File: config.mk
export PLATFORM = sky130hd
export DESIGN_NAME = ristretto_pipe_ctrl
export DESIGN_NICKNAME = d
export VERILOG_FILES = /design/src/rtl/ristretto_pipe_ctrl_pkg.sv /design/src/rtl/ristretto_hazard_cmp.sv /design/src/rtl/ristretto_pipe_ctrl.sv
export SDC_FILE = /design/constraint.sdc
export NUM_CORES = 1
export LEC_CHECK = 0
export BUFFER_PORTS_ARGS = -buffer_cell sky130_fd_sc_hd__buf_2
export CAP_MARGIN = 10
export CORE_MARGIN = 8
export CORE_UTILIZATION = 35
export DETAILED_ROUTE_END_ITERATION = 10
export MAX_ROUTING_LAYER = met4
export PLACE_DENSITY_LB_ADDON = 0.12
export SYNTH_ARGS = -nofsm -noshare
export SYNTH_HDL_FRONTEND = slang
export SYNTH_SLANG_ARGS = --single-unit
File: constraint.sdc
create_clock -name clk_i -period 1.84 [get_ports clk_i]
set_clock_uncertainty 0.1 [all_clocks]
set_input_delay 0.276 -clock clk_i [delete_from_list [all_inputs] [get_ports clk_i]]
set_output_delay 0.276 -clock clk_i [all_outputs]
set_load 0.01 [all_outputs]
File: src/rtl/ristretto_pipe_ctrl_pkg.sv
// Shared types and constants for the ristretto pipeline controller:
// FSM state encoding, forwarding-select encoding and squash-length bounds.
package ristretto_pipe_ctrl_pkg;

    typedef enum logic [1:0] {
        ST_RUN      = 2'd0,
        ST_HAZ_WAIT = 2'd1,
        ST_FLUSH    = 2'd2
    } state_t;

    // forward_src bit0 replaces operand A (rs1), bit1 replaces operand B (rs2)
    localparam logic [1:0] FWD_NONE = 2'b00;
    localparam logic [1:0] FWD_A    = 2'b01;
    localparam logic [1:0] FWD_B    = 2'b10;
    localparam logic [1:0] FWD_AB   = 2'b11;

    localparam int FLUSH_CYCLES_MIN = 1;
    localparam int FLUSH_CYCLES_MAX = 3;
    localparam int FLUSH_CNT_W      = 2;

    // Counter preload for a redirect; out-of-range lengths are clamped.
    function automatic logic [FLUSH_CNT_W-1:0] flush_load(input int cycles);
        int c;
        c = cycles;
        if (c < FLUSH_CYCLES_MIN) c = FLUSH_CYCLES_MIN;
        if (c > FLUSH_CYCLES_MAX) c = FLUSH_CYCLES_MAX;
        return FLUSH_CNT_W'(c - 1);
    endfunction

endpackage

File: src/rtl/ristretto_hazard_cmp.sv
// Compares the decode source registers against the single in-flight
// write record and reports a per-source read-after-write match.
module ristretto_hazard_cmp #(
    parameter int AddrWidth = 5
) (
    input  logic [AddrWidth-1:0] rs1,
    input  logic [AddrWidth-1:0] rs2,
    input  logic                 uses_rs1,
    input  logic                 uses_rs2,
    input  logic                 busy,
    input  logic [AddrWidth-1:0] rd,
    output logic                 match1,
    output logic                 match2
);

    logic [AddrWidth-1:0] src_addr [2];
    logic [1:0]           src_uses;
    logic [1:0]           hit;

    assign src_addr[0] = rs1;
    assign src_addr[1] = rs2;
    assign src_uses    = {uses_rs2, uses_rs1};

    // x0 is hardwired zero, so it never carries a hazard
    for (genvar gi = 0; gi < 2; gi++) begin : g_src
        assign hit[gi] = src_uses[gi] && busy &&
                         (src_addr[gi] != '0) && (src_addr[gi] == rd);
    end

    assign match1 = hit[0];
    assign match2 = hit[1];

endmodule

File: src/rtl/ristretto_pipe_ctrl.sv
// Decode/exe pipeline controller: RAW hazard stall with same-cycle
// write-back forwarding, plus a fixed-length decode squash after redirects.
module ristretto_pipe_ctrl
    import ristretto_pipe_ctrl_pkg::*;
#(
    parameter int RegAddrWidth = 5,
    parameter int FlushCycles  = 1
) (
    input  logic                    clk_i,
    input  logic                    rstn_i,
    input  logic                    dec_new_instr_i,
    input  logic [RegAddrWidth-1:0] dec_rsrc1_addr_i,
    input  logic [RegAddrWidth-1:0] dec_rsrc2_addr_i,
    input  logic                    dec_uses_rs1_i,
    input  logic                    dec_uses_rs2_i,
    input  logic [RegAddrWidth-1:0] dec_rd_addr_i,
    input  logic                    dec_rd_we_i,
    input  logic                    exe_wb_valid_i,
    input  logic                    exe_redirect_i,
    output logic                    issue_o,
    output logic                    stall_o,
    output logic                    flush_o,
    output logic                    forward_en_o,
    output logic [1:0]              forward_src_o,
    output logic [1:0]              state_o
);

    localparam logic [FLUSH_CNT_W-1:0] FLUSH_LOAD = flush_load(FlushCycles);

    state_t                  state_reg, state_next;
    logic                    busy_reg, busy_next;
    logic [RegAddrWidth-1:0] rd_reg, rd_next;
    logic [FLUSH_CNT_W-1:0]  cnt_reg, cnt_next;

    logic       match1, match2;
    logic       issue, stall, flush, fwd_en;
    logic [1:0] fwd_src;

    ristretto_hazard_cmp #(
        .AddrWidth (RegAddrWidth)
    ) u_hazard_cmp (
        .rs1      (dec_rsrc1_addr_i),
        .rs2      (dec_rsrc2_addr_i),
        .uses_rs1 (dec_uses_rs1_i),
        .uses_rs2 (dec_uses_rs2_i),
        .busy     (busy_reg),
        .rd       (rd_reg),
        .match1   (match1),
        .match2   (match2)
    );

    always_ff @(posedge clk_i or negedge rstn_i) begin
        if (!rstn_i) begin
            state_reg <= ST_RUN;
            busy_reg  <= 1'b0;
            rd_reg    <= '0;
            cnt_reg   <= '0;
        end else begin
            state_reg <= state_next;
            busy_reg  <= busy_next;
            rd_reg    <= rd_next;
            cnt_reg   <= cnt_next;
        end
    end

    always_comb begin
        state_next = state_reg;
        cnt_next   = cnt_reg;
        issue      = 1'b0;
        stall      = 1'b0;
        flush      = 1'b0;
        fwd_en     = 1'b0;
        fwd_src    = FWD_NONE;
        if (exe_redirect_i) begin
            flush      = 1'b1;
            cnt_next   = FLUSH_LOAD;
            state_next = (FLUSH_LOAD == '0) ? ST_RUN : ST_FLUSH;
        end else begin
            case (state_reg)
                ST_RUN: begin
                    if (!(match1 || match2)) begin
                        issue = dec_new_instr_i;
                    end else if (exe_wb_valid_i) begin
                        issue   = 1'b1;
                        fwd_en  = 1'b1;
                        fwd_src = {match2, match1};
                    end else begin
                        stall      = 1'b1;
                        state_next = ST_HAZ_WAIT;
                    end
                end
                ST_HAZ_WAIT: begin
                    // decode is frozen here, so the match seen on entry still holds
                    if (exe_wb_valid_i) begin
                        issue      = 1'b1;
                        fwd_en     = match1 || match2;
                        fwd_src    = {match2, match1};
                        state_next = ST_RUN;
                    end else begin
                        stall = 1'b1;
                    end
                end
                ST_FLUSH: begin
                    flush = 1'b1;
                    if (cnt_reg <= FLUSH_CNT_W'(1)) begin
                        cnt_next   = '0;
                        state_next = ST_RUN;
                    end else begin
                        cnt_next = cnt_reg - FLUSH_CNT_W'(1);
                    end
                end
                default: begin
                    state_next = ST_RUN;
                    cnt_next   = '0;
                end
            endcase
        end
    end

    // A new write issued in the same cycle as a write-back keeps the record busy
    always_comb begin
        busy_next = busy_reg;
        rd_next   = rd_reg;
        if (issue && dec_rd_we_i && (dec_rd_addr_i != '0)) begin
            busy_next = 1'b1;
            rd_next   = dec_rd_addr_i;
        end else if (exe_wb_valid_i) begin
            busy_next = 1'b0;
        end
    end

    assign issue_o       = issue  && rstn_i;
    assign stall_o       = stall  && rstn_i;
    assign flush_o       = flush  && rstn_i;
    assign forward_en_o  = fwd_en && rstn_i;
    assign forward_src_o = fwd_src & {2{rstn_i}};
    assign state_o       = state_reg;

endmodule

# [Word level (Yosys, flattened, before mapping)]
# Cells that the tools add are included.
# W data, S select, Z words.
[classes] n_addsub=1 order_cmp=1 eq_ne=9 muxes=29 bitwise_logic=1 reduce_logical=20
[op_table] op="$mux W2" n=10
[op_table] op="$reduce_bool A5 Y1" n=3
[op_table] op="$mux W1" n=13
[op_table] op="$logic_and A1 B1 Y1" n=12
[op_table] op="$ne A3 B3 Y1 const B" n=4
[op_table] op="$eq A5 B5 Y1" n=2
[op_table] op="$pmux W2 S2" n=2
[op_table] op="$pmux W1 S2" n=3
[op_table] op="$pmux W2 S3" n=1
[op_table] op="$reduce_and A4 Y1" n=1
[op_table] op="$and A2 B2 Y2" n=1
[op_table] op="$eq A2 B1 Y1 const B" n=1
[op_table] op="$eq A2 B2 Y1 const B" n=1
[op_table] op="$le A2 B1 Y1 const B" n=1
[op_table] op="$logic_not A2 Y1" n=1
[op_table] op="$ne A2 B1 Y1 const B" n=1
[op_table] op="$reduce_bool A2 Y1" n=1
[op_table] op="$reduce_or A2 Y1" n=1
[op_table] op="$sub A2 B1 Y2 const B" n=1
[op_table] op="$logic_or A1 B1 Y1" n=1
[word_totals] register_bits=10 inputBits=23 out_inout_bits=8 wordCells=65

# [Longest topological paths before layout]
# Gate-level depths: netlist of run 1.
[logic_depth] depth_word=10 depth_mapped=6 ltp_nobuf=6

# [Hierarchy]
# A second synthesis of run 1 with hierarchy kept.
[unflattened] hier_cells=75 hier_area_um2=686.9
[modules_own_cells] mod="ristretto_pipe_ctrl" instances=1 cells_per_inst=56 area_per_inst_um2=544.3
[modules_own_cells] mod="ristretto_hazard_cmp" instances=1 cells_per_inst=19 area_per_inst_um2=142.6

# [Worst setup path before layout of run 1]
# OpenSTA, ideal clock, no wires.
[synth_path] path_type="input to register" startpoint="in dec_rsrc1_addr_i[0]" endpoint="reg rd_reg[0]" setup_time_ns=0.125 arrival_ns=1.914 slack_ns=-0.299 stages=6 path_cell_list="or4_4 > a21oi_4 > nor3_2 > nor3_4 > mux2_4 > mux2_4"
[synth_via] elab_chain_cells=9 elab_cells_between_ends=10
[synth_lines] element="from (decl)" line_no="ristretto_pipe_ctrl.sv:12" rtl="input logic [RegAddrWidth-1:0] dec_rsrc1_addr_i,"
[synth_lines] element="$reduce_bool A5 Y1" line_no="ristretto_hazard_cmp.sv:27" rtl="(src_addr[gi] != '0) && (src_addr[gi] == rd);"
[synth_lines] element="$logic_and A1 B1 Y1" line_no="ristretto_hazard_cmp.sv:26" rtl="assign hit[gi] = src_uses[gi] && busy &&"
[synth_lines] element="$logic_and A1 B1 Y1 (*)" line_no="ristretto_hazard_cmp.sv:27"
[synth_lines] element="$logic_or A1 B1 Y1 (*)" line_no="ristretto_pipe_ctrl.sv:81" rtl="if (!(match1 || match2)) begin"
[synth_lines] element="$mux W1 (*)" line_no="ristretto_pipe_ctrl.sv:81"
[synth_lines] element="$pmux W1 S2 (*)" line_no="ristretto_pipe_ctrl.sv:79" rtl="case (state_reg)"
[synth_lines] element="$mux W1 (*)" line_no="ristretto_pipe_ctrl.sv:74" rtl="if (exe_redirect_i) begin"
[synth_lines] element="$logic_and A1 B1 Y1 (*) (2 in a row)" line_no="ristretto_pipe_ctrl.sv:124" rtl="if (issue && dec_rd_we_i && (dec_rd_addr_i != '0)) begin"
[synth_lines] element="to (signal assigned)" line_no="ristretto_pipe_ctrl.sv:61" rtl="rd_reg <= rd_next;"
[synth_lines] element="to (decl)" line_no="ristretto_pipe_ctrl.sv:32" rtl="logic [RegAddrWidth-1:0] rd_reg, rd_next;"
# Every way passes the cells marked *; elsewhere a longest branch is shown, timed or not.
# A chain may end at the register's enable or synchronous reset.

# [Final worst setup path of run 1]
[layout_path] startpoint="in dec_rsrc1_addr_i[0]" endpoint="out issue_o"
[layout_via] elab_chain_cells=8 elab_cells_between_ends=9
[layout_lines] element="$reduce_bool A5 Y1" line_no="ristretto_hazard_cmp.sv:27"
[layout_lines] element="$logic_and A1 B1 Y1" line_no="ristretto_hazard_cmp.sv:26"
[layout_lines] element="$logic_and A1 B1 Y1 (*)" line_no="ristretto_hazard_cmp.sv:27"
[layout_lines] element="$logic_or A1 B1 Y1 (*)" line_no="ristretto_pipe_ctrl.sv:81"
[layout_lines] element="$mux W1 (*)" line_no="ristretto_pipe_ctrl.sv:81"
[layout_lines] element="$pmux W1 S2 (*)" line_no="ristretto_pipe_ctrl.sv:79"
[layout_lines] element="$mux W1 (*)" line_no="ristretto_pipe_ctrl.sv:74"
[layout_lines] element="$logic_and A1 B1 Y1 (*)" line_no="ristretto_pipe_ctrl.sv:132" rtl="assign issue_o = issue && rstn_i;"
[layout_lines] element="to (decl)" line_no="ristretto_pipe_ctrl.sv:20" rtl="output logic issue_o,"
# Marks and branches as above.

==> flow_summary_export.csv, run 1 <==
group,metric,value,unit
run_status,outcome,"finished with violations",
run_status,violations,"negative setup slack",
yosys,netlist_instances,55,
global_route,grt_max_degree,8,
cells_and_area,fin_util,0.664,
global_route,antenna_found_initial,0,
yosys,ys.warnings.count,0,
yosys,ys_seq_elements,7,
floorplan,start_util,0.370,
setup_path,r2r-start,"rd_reg[0]",
global_route,grt_pass1_wl,2330,µm
pwr,p_total,0.628,mW
clock_tree,cts_made_buffers,3,
cells_and_area,fillCellCount,134,
sta,finalCritPeriodShare,1.20,
setup_path,startpoint_type,"input port",
clock_tree,clk_pin_slew,0.05,ns
pwr,vdd_drop_max,0.412,mV
cells_and_area,final_area,1000,µm²
drt,route.detailed.drc,0,
min_path,holdPathStages,2,
pwr,p_leak,0.506,nW
cells_and_area,diodes,0,
drt,drt-pass1-iter-count,2,
min_path,min_to,"state_o[0]",
setup_path,cp_num_buf_inv,3,
clock_tree,cts_tree,"done",
place,dp.cells,114,
setup_path,rr_endpoint,"rd_reg[0]",
drt,ant_nets,0,
clock_tree,clk-insertion-delay-late,0.25,ns
setup_path,path_cells,"buf_6 > or4_4 > a21oi_4 > nor3_4 > nor3_4 > buf_6 > mux2i_1 > nor2_1 > buf_2",
floorplan,io_pins,31,
place,port_buffers,29,
yosys,synth_edf_count,0,
drt,routed_wirelength,1430,µm
sta,slew_violations,0,
place,gp_congestion,0.757,
cells_and_area,largest_register_ffs,5,
place,placed_area,828,µm²
yosys,syn-mean-instance-area,10.1,µm²
sta,fmax,452,MHz
global_route,grt_pass1_vias,562,
drt,drtIter0Drc,16,
place,post-place-ws,-0.438,ns
cells_and_area,nets,135,
sta,whs,0.125,ns
yosys,syn_area,558,µm²
setup_path,worst_path_max_delay_cell,"or4_4",
place,hpwl,1210,µm
drt,avgViaCountPerCell,4.59,
floorplan,dieArea,3130,µm²
sta,hold_viol,0,
floorplan,fp.dieH,55.9,µm
sta,setup_viol,10,
yosys,ys.flop_type,"dfrtp_1",
setup_path,cp_max_fo,2,
pwr,pwr_density_cell,628,nW/µm²
clock_tree,clock-sinks,7,
floorplan,die_x,55.9,µm
global_route,grt_overflow_total,0,
sta,setup_ws,-0.370,ns
drt,vias,583,
clock_tree,cts_buffer_depth,2,
setup_path,critPathMaxStageDelay,0.53,ns
sta,setup_tns,-2.50,ns
yosys,yosysUniqueCellTypes,25,
min_path,min_path_type,"in2reg",
cells_and_area,final_layout_size_suffix_gt1_frac,0.685,
drt,wl_per_cell,11.2,µm
yosys,syn-num-nets,78,
setup_path,path_delay_family,"simple AND/OR/NAND/NOR gates",
setup_path,r2r_slack,-0.23,ns
global_route,grt_use_total,0.0918,
clock_tree,htreeDepth,1,
yosys,ys_seq_area_frac,0.314,
setup_path,worst-r2r-cell-count,7,
floorplan,fp-row-count,14,
sta,rsz0062_at_grt,"true",
cells_and_area,final_cells,127,
floorplan,placeableCoreArea,1510,µm²
run,drv_cap,0,
min_path,worstHoldStart,"exe_redirect_i",
setup_path,worst_ep_required_time,1.46,ns
yosys,async_flop_share,1.00,
setup_path,endpoint_kind,"output pin",
setup_path,critPathKind,"in2out",
setup_path,crit_arrival,1.83,ns
cells_and_area,area_delta_synth_final,79.1,%
sta,period_minus_slack,2.21,ns
clock_tree,cts_root_buf,"clkbuf_4",
layout by cell type (no fill, tap or decap), types with 3 or more instances in the layout:
| cell type | instances |
|---|---|
| nor2_1 | 5 |
| xnor2_2 | 3 |
| nand2_1 | 3 |
| buf_6 | 4 |
| buf_4 | 21 |
| dfrtp_1 | 5 |
| mux2_4 | 6 |
| buf_2 | 27 |
| clkbuf_4 | 3 |
| xnor2_1 | 5 |
worst max-delay path by stage:
stage | start | to | cells past startpoint
2_1_floorplan | dec_rsrc1_addr_i[0] | rd_reg[0] | 6
3_3_place_gp | dec_rsrc1_addr_i[0] | rd_reg[1] | 7
3_5_place_dp | dec_rsrc1_addr_i[0] | rd_reg[0] | 7
4_1_cts | dec_rsrc1_addr_i[0] | issue_o | 9
5_1_grt | dec_rsrc1_addr_i[0] | issue_o | 9
6_report | dec_rsrc1_addr_i[0] | issue_o | 9
power by group:
| part | internal, mW | total [mW] | leakage (nW) | switching [mW] |
|---|---|---|---|---|
| clock | 0.0825 | 0.135 | 0.0150 | 0.0521 |
| sequential | 0.182 | 0.217 | 0.0840 | 0.0349 |
| combinational | 0.184 | 0.276 | 0.407 | 0.0924 |
layer usage:
layer | vias to the layer above | track usage | share of wire
met2 | 21 | 0.135 | 0.46
met5 | - | - | 0
li1 | 306 | - | -
met1 | 253 | 0.109 | 0.46
met4 | 0 | 0.0619 | 0.015
met3 | 3 | 0.0205 | 0.065
kinds of logic after synthesis:
logic type | count (synthesis) | synth area share
buffers and inverters | 2 | 0.0202
AND/OR/NAND/NOR | 26 | 0.278
XOR/XNOR | 8 | 0.126
multiplexers | 7 | 0.179
other | 1 | 0.00672
flip-flops | 7 | 0.314
AO/OA/AOI/OAI | 4 | 0.0762
repair_timing:
action | 4_1_cts | 5_1_grt
hold buffers | 1 | 0
setup buffers | 6 | 3
hold endpoints to repair | 7 | 0
endpoints found under the setup margin | 9 | 11
gates resized for setup | 7 | 9
pin swaps | 9 | 9
layout make-up:
class	instances	area, µm²	share of cell area
tap	16	20.0	0.0200
multi-input combinational	46	424	0.424
sequential	7	178	0.178
timing repair buffer	53	348	0.348
clock buffer	4	26.3	0.0263
inverter	1	3.75	0.00375
Yosys cell counts, types with 2 or more instances:
master / number / area, µm²
and2_1: 2 / 12.5
nor2_1: 6 / 22.5
nand2_1: 3 / 11.3
dfrtp_1: 7 / 175
mux2_4: 6 / 90.1
xnor2_1: 8 / 70.1
nor3_1: 2 / 10.0
nand3_1: 4 / 20.0
Note: power is estimated with default switching activity, not from simulation.
==> run 2: changes to the inputs <==
REMOVE_ABC_BUFFERS = 1   (was unset)
==> run 2 against run 1 <==
Against the previous run:
- critical path depth unchanged
- cell count is 1.6% lower
- critical endpoint unchanged
- worst hold slack better by 0.028 ns
- largest power group unchanged
- clock-buffer cell count unchanged
- die area unchanged
- first-iteration DRC count fell by 25%
- sequential power about the same
- design area fell by 1.6%
- the run still ends with negative setup slack left
==> flow_summary_export.csv, run 2 (synthesis results as in run 1) <==
group,metric,value,unit
sta,finalCritPeriodShare,1.23,
cells_and_area,multiInputGateArea,429,µm²
floorplan,dieArea,3130,µm²
setup_path,critPathKind,"in2out",
pwr,pwr-share-clk,0.225,
sta,setup_tns,-2.82,ns
clock_tree,cts_made_buffers,3,
cells_and_area,largest_register_ffs,5,
global_route,grt_use_total,0.112,
global_route,grt_pass1_wl,2780,µm
drt,drtIter0Drc,12,
cells_and_area,seq_area,178,µm²
clock_tree,clk-insertion-delay-late,0.25,ns
global_route,grt_overflow_total,0,
pwr,pwr_density_cell,630,nW/µm²
setup_path,cp_max_fo,2,
floorplan,die_x,55.9,µm
cells_and_area,mostFrequentLayoutCell,"buf_2",
drt,wl_per_cell,13.5,µm
pwr,p_sw_frac,0.302,
setup_path,startpoint_type,"input port",
sta,period_minus_slack,2.26,ns
cells_and_area,fillCellCount,133,
global_route,grt_max_degree,8,
drt,vias,603,
cells_and_area,final_area,983,µm²
sta,setup_ws,-0.423,ns
cells_and_area,nets,133,
sta,fmax,442,MHz
run,drv_cap,0,
cells_and_area,final_cells,125,
pwr,p_int,0.432,mW
pwr,seqPwrFrac,0.348,
place,dp.cells,115,
cells_and_area,diodes,0,
floorplan,fp-row-count,14,
drt,avgViaCountPerCell,4.82,
place,placed_area,836,µm²
clock_tree,htreeDepth,1,
clock_tree,cts_root_buf,"clkbuf_4",
global_route,grt_pass1_vias,652,
cells_and_area,layout_common_cells,"buf_2, buf_4, mux2_4",
sta,slew_violations,0,
global_route,antenna_found_initial,0,
min_path,holdPathStages,2,
clock_tree,clk_pin_slew,0.05,ns
setup_path,worst_ep_required_time,1.46,ns
min_path,worstHoldStart,"exe_redirect_i",
sta,rsz0062_at_grt,"true",
floorplan,placeableCoreArea,1510,µm²
setup_path,worst-r2r-cell-count,7,
clock_tree,cts_tree,"done",
drt,routed_wirelength,1690,µm
place,gp_congestion,0.745,
pwr,combinationalPowerShare,0.427,
drt,drt-pass1-iter-count,3,
pwr,p_leak,0.502,nW
place,port_buffers,29,
floorplan,start_util,0.370,
min_path,min_path_type,"in2reg",
setup_path,crit_arrival,1.89,ns
clock_tree,clock-sinks,7,
sta,hold_viol,0,
setup_path,r2r-start,"rd_reg[3]",
run_status,outcome,"finished with violations",
sta,whs,0.153,ns
pwr,p_sw,0.187,mW
setup_path,crit_path_start,"dec_rsrc1_addr_i[0]",
run_status,violations,"negative setup slack",
floorplan,fp.dieH,55.9,µm
cells_and_area,final_layout_size_suffix_gt1_frac,0.679,
cells_and_area,area_delta_synth_final,76.2,%
drt,ant_nets,0,
clock_tree,cts_buffer_depth,2,
floorplan,io_pins,31,
sta,setup_viol,10,
setup_path,endpoint_kind,"output pin",
pwr,vdd_drop_max,0.348,mV
place,hpwl,1230,µm
drt,route.detailed.drc,0,
==> run 2: cell count changes in the layout (fill, tap and decap cells not counted), sizes merged <==
cell	before	now
buf	52	50
==> run 2: layout make-up <==
| cell class | count | share of cell area |
|---|---|---|
| Clock buffer | 4 | 0.0267 |
| Tap cell | 16 | 0.0204 |
| Timing Repair Buffer | 51 | 0.332 |
| Sequential cell | 7 | 0.181 |
| Multi-Input combinational cell | 46 | 0.436 |
| Inverter | 1 | 0.00382 |
==> run 2: path summary, 6_finish.rpt <==
check	slack (ns)	to
min in group asynchronous	0.39	rd_reg[4]
min	0.15	state_o[0]
max	-0.42	issue_o
min reg2reg	0.48	busy_reg
max in group asynchronous	1.00	rd_reg[3]
max reg2reg	-0.27	rd_reg[3]
==> run 2: what timing repair did <==
| action | 4_1_cts | 5_1_grt |
|---|---|---|
| pin swaps | 9 | 10 |
| gates cloned | 0 | 0 |
| setup endpoints to repair | 9 | 11 |
| hold endpoints to repair | 7 | 0 |
| gates resized for setup | 5 | 11 |
| setup buffers | 6 | 0 |
| hold buffers | 1 | 0 |
==> run 2: power groups by stage <==
stage | Clock, mW | Sequential (mW) | Combinational, mW
3_5_place_dp | 0 | 0.212 | 0.215
4_1_cts | 0.139 | 0.209 | 0.240
5_1_grt | 0.157 | 0.221 | 0.287
2_1_floorplan | 0 | 0.205 | 0.118
3_3_place_gp | 0 | 0.213 | 0.211
6_report | 0.139 | 0.215 | 0.265
==> run 2: per-layer routing <==
layer,routed length [µm],vias to the layer above,GRT usage
li1,-,303,-
met1,660,275,0.120
met2,887,21,0.178
met3,90,4,0.0320
met4,48,0,0.0722
met5,0,-,-
==> run 2: stage by stage <==
step | worst slack (ns) | total power, mW | util
floorplan | -0.299 | 0.323 | -
global placement | -0.412 | 0.424 | 0.555
detailed placement | -0.433 | 0.427 | 0.555
CTS | -0.395 | 0.588 | 0.618
global route | -0.539 | 0.664 | 0.653
finish | -0.423 | 0.619 | 0.653
==> run 2: critical path, stage by stage <==
cell	delay (ns)
buf_6	0.09
or4_4	0.53
a21oi_4	0.19
nor3_4	0.08
nor3_4	0.22
buf_6	0.13
mux2i_1	0.17
nor2_1	0.05
buf_2	0.14
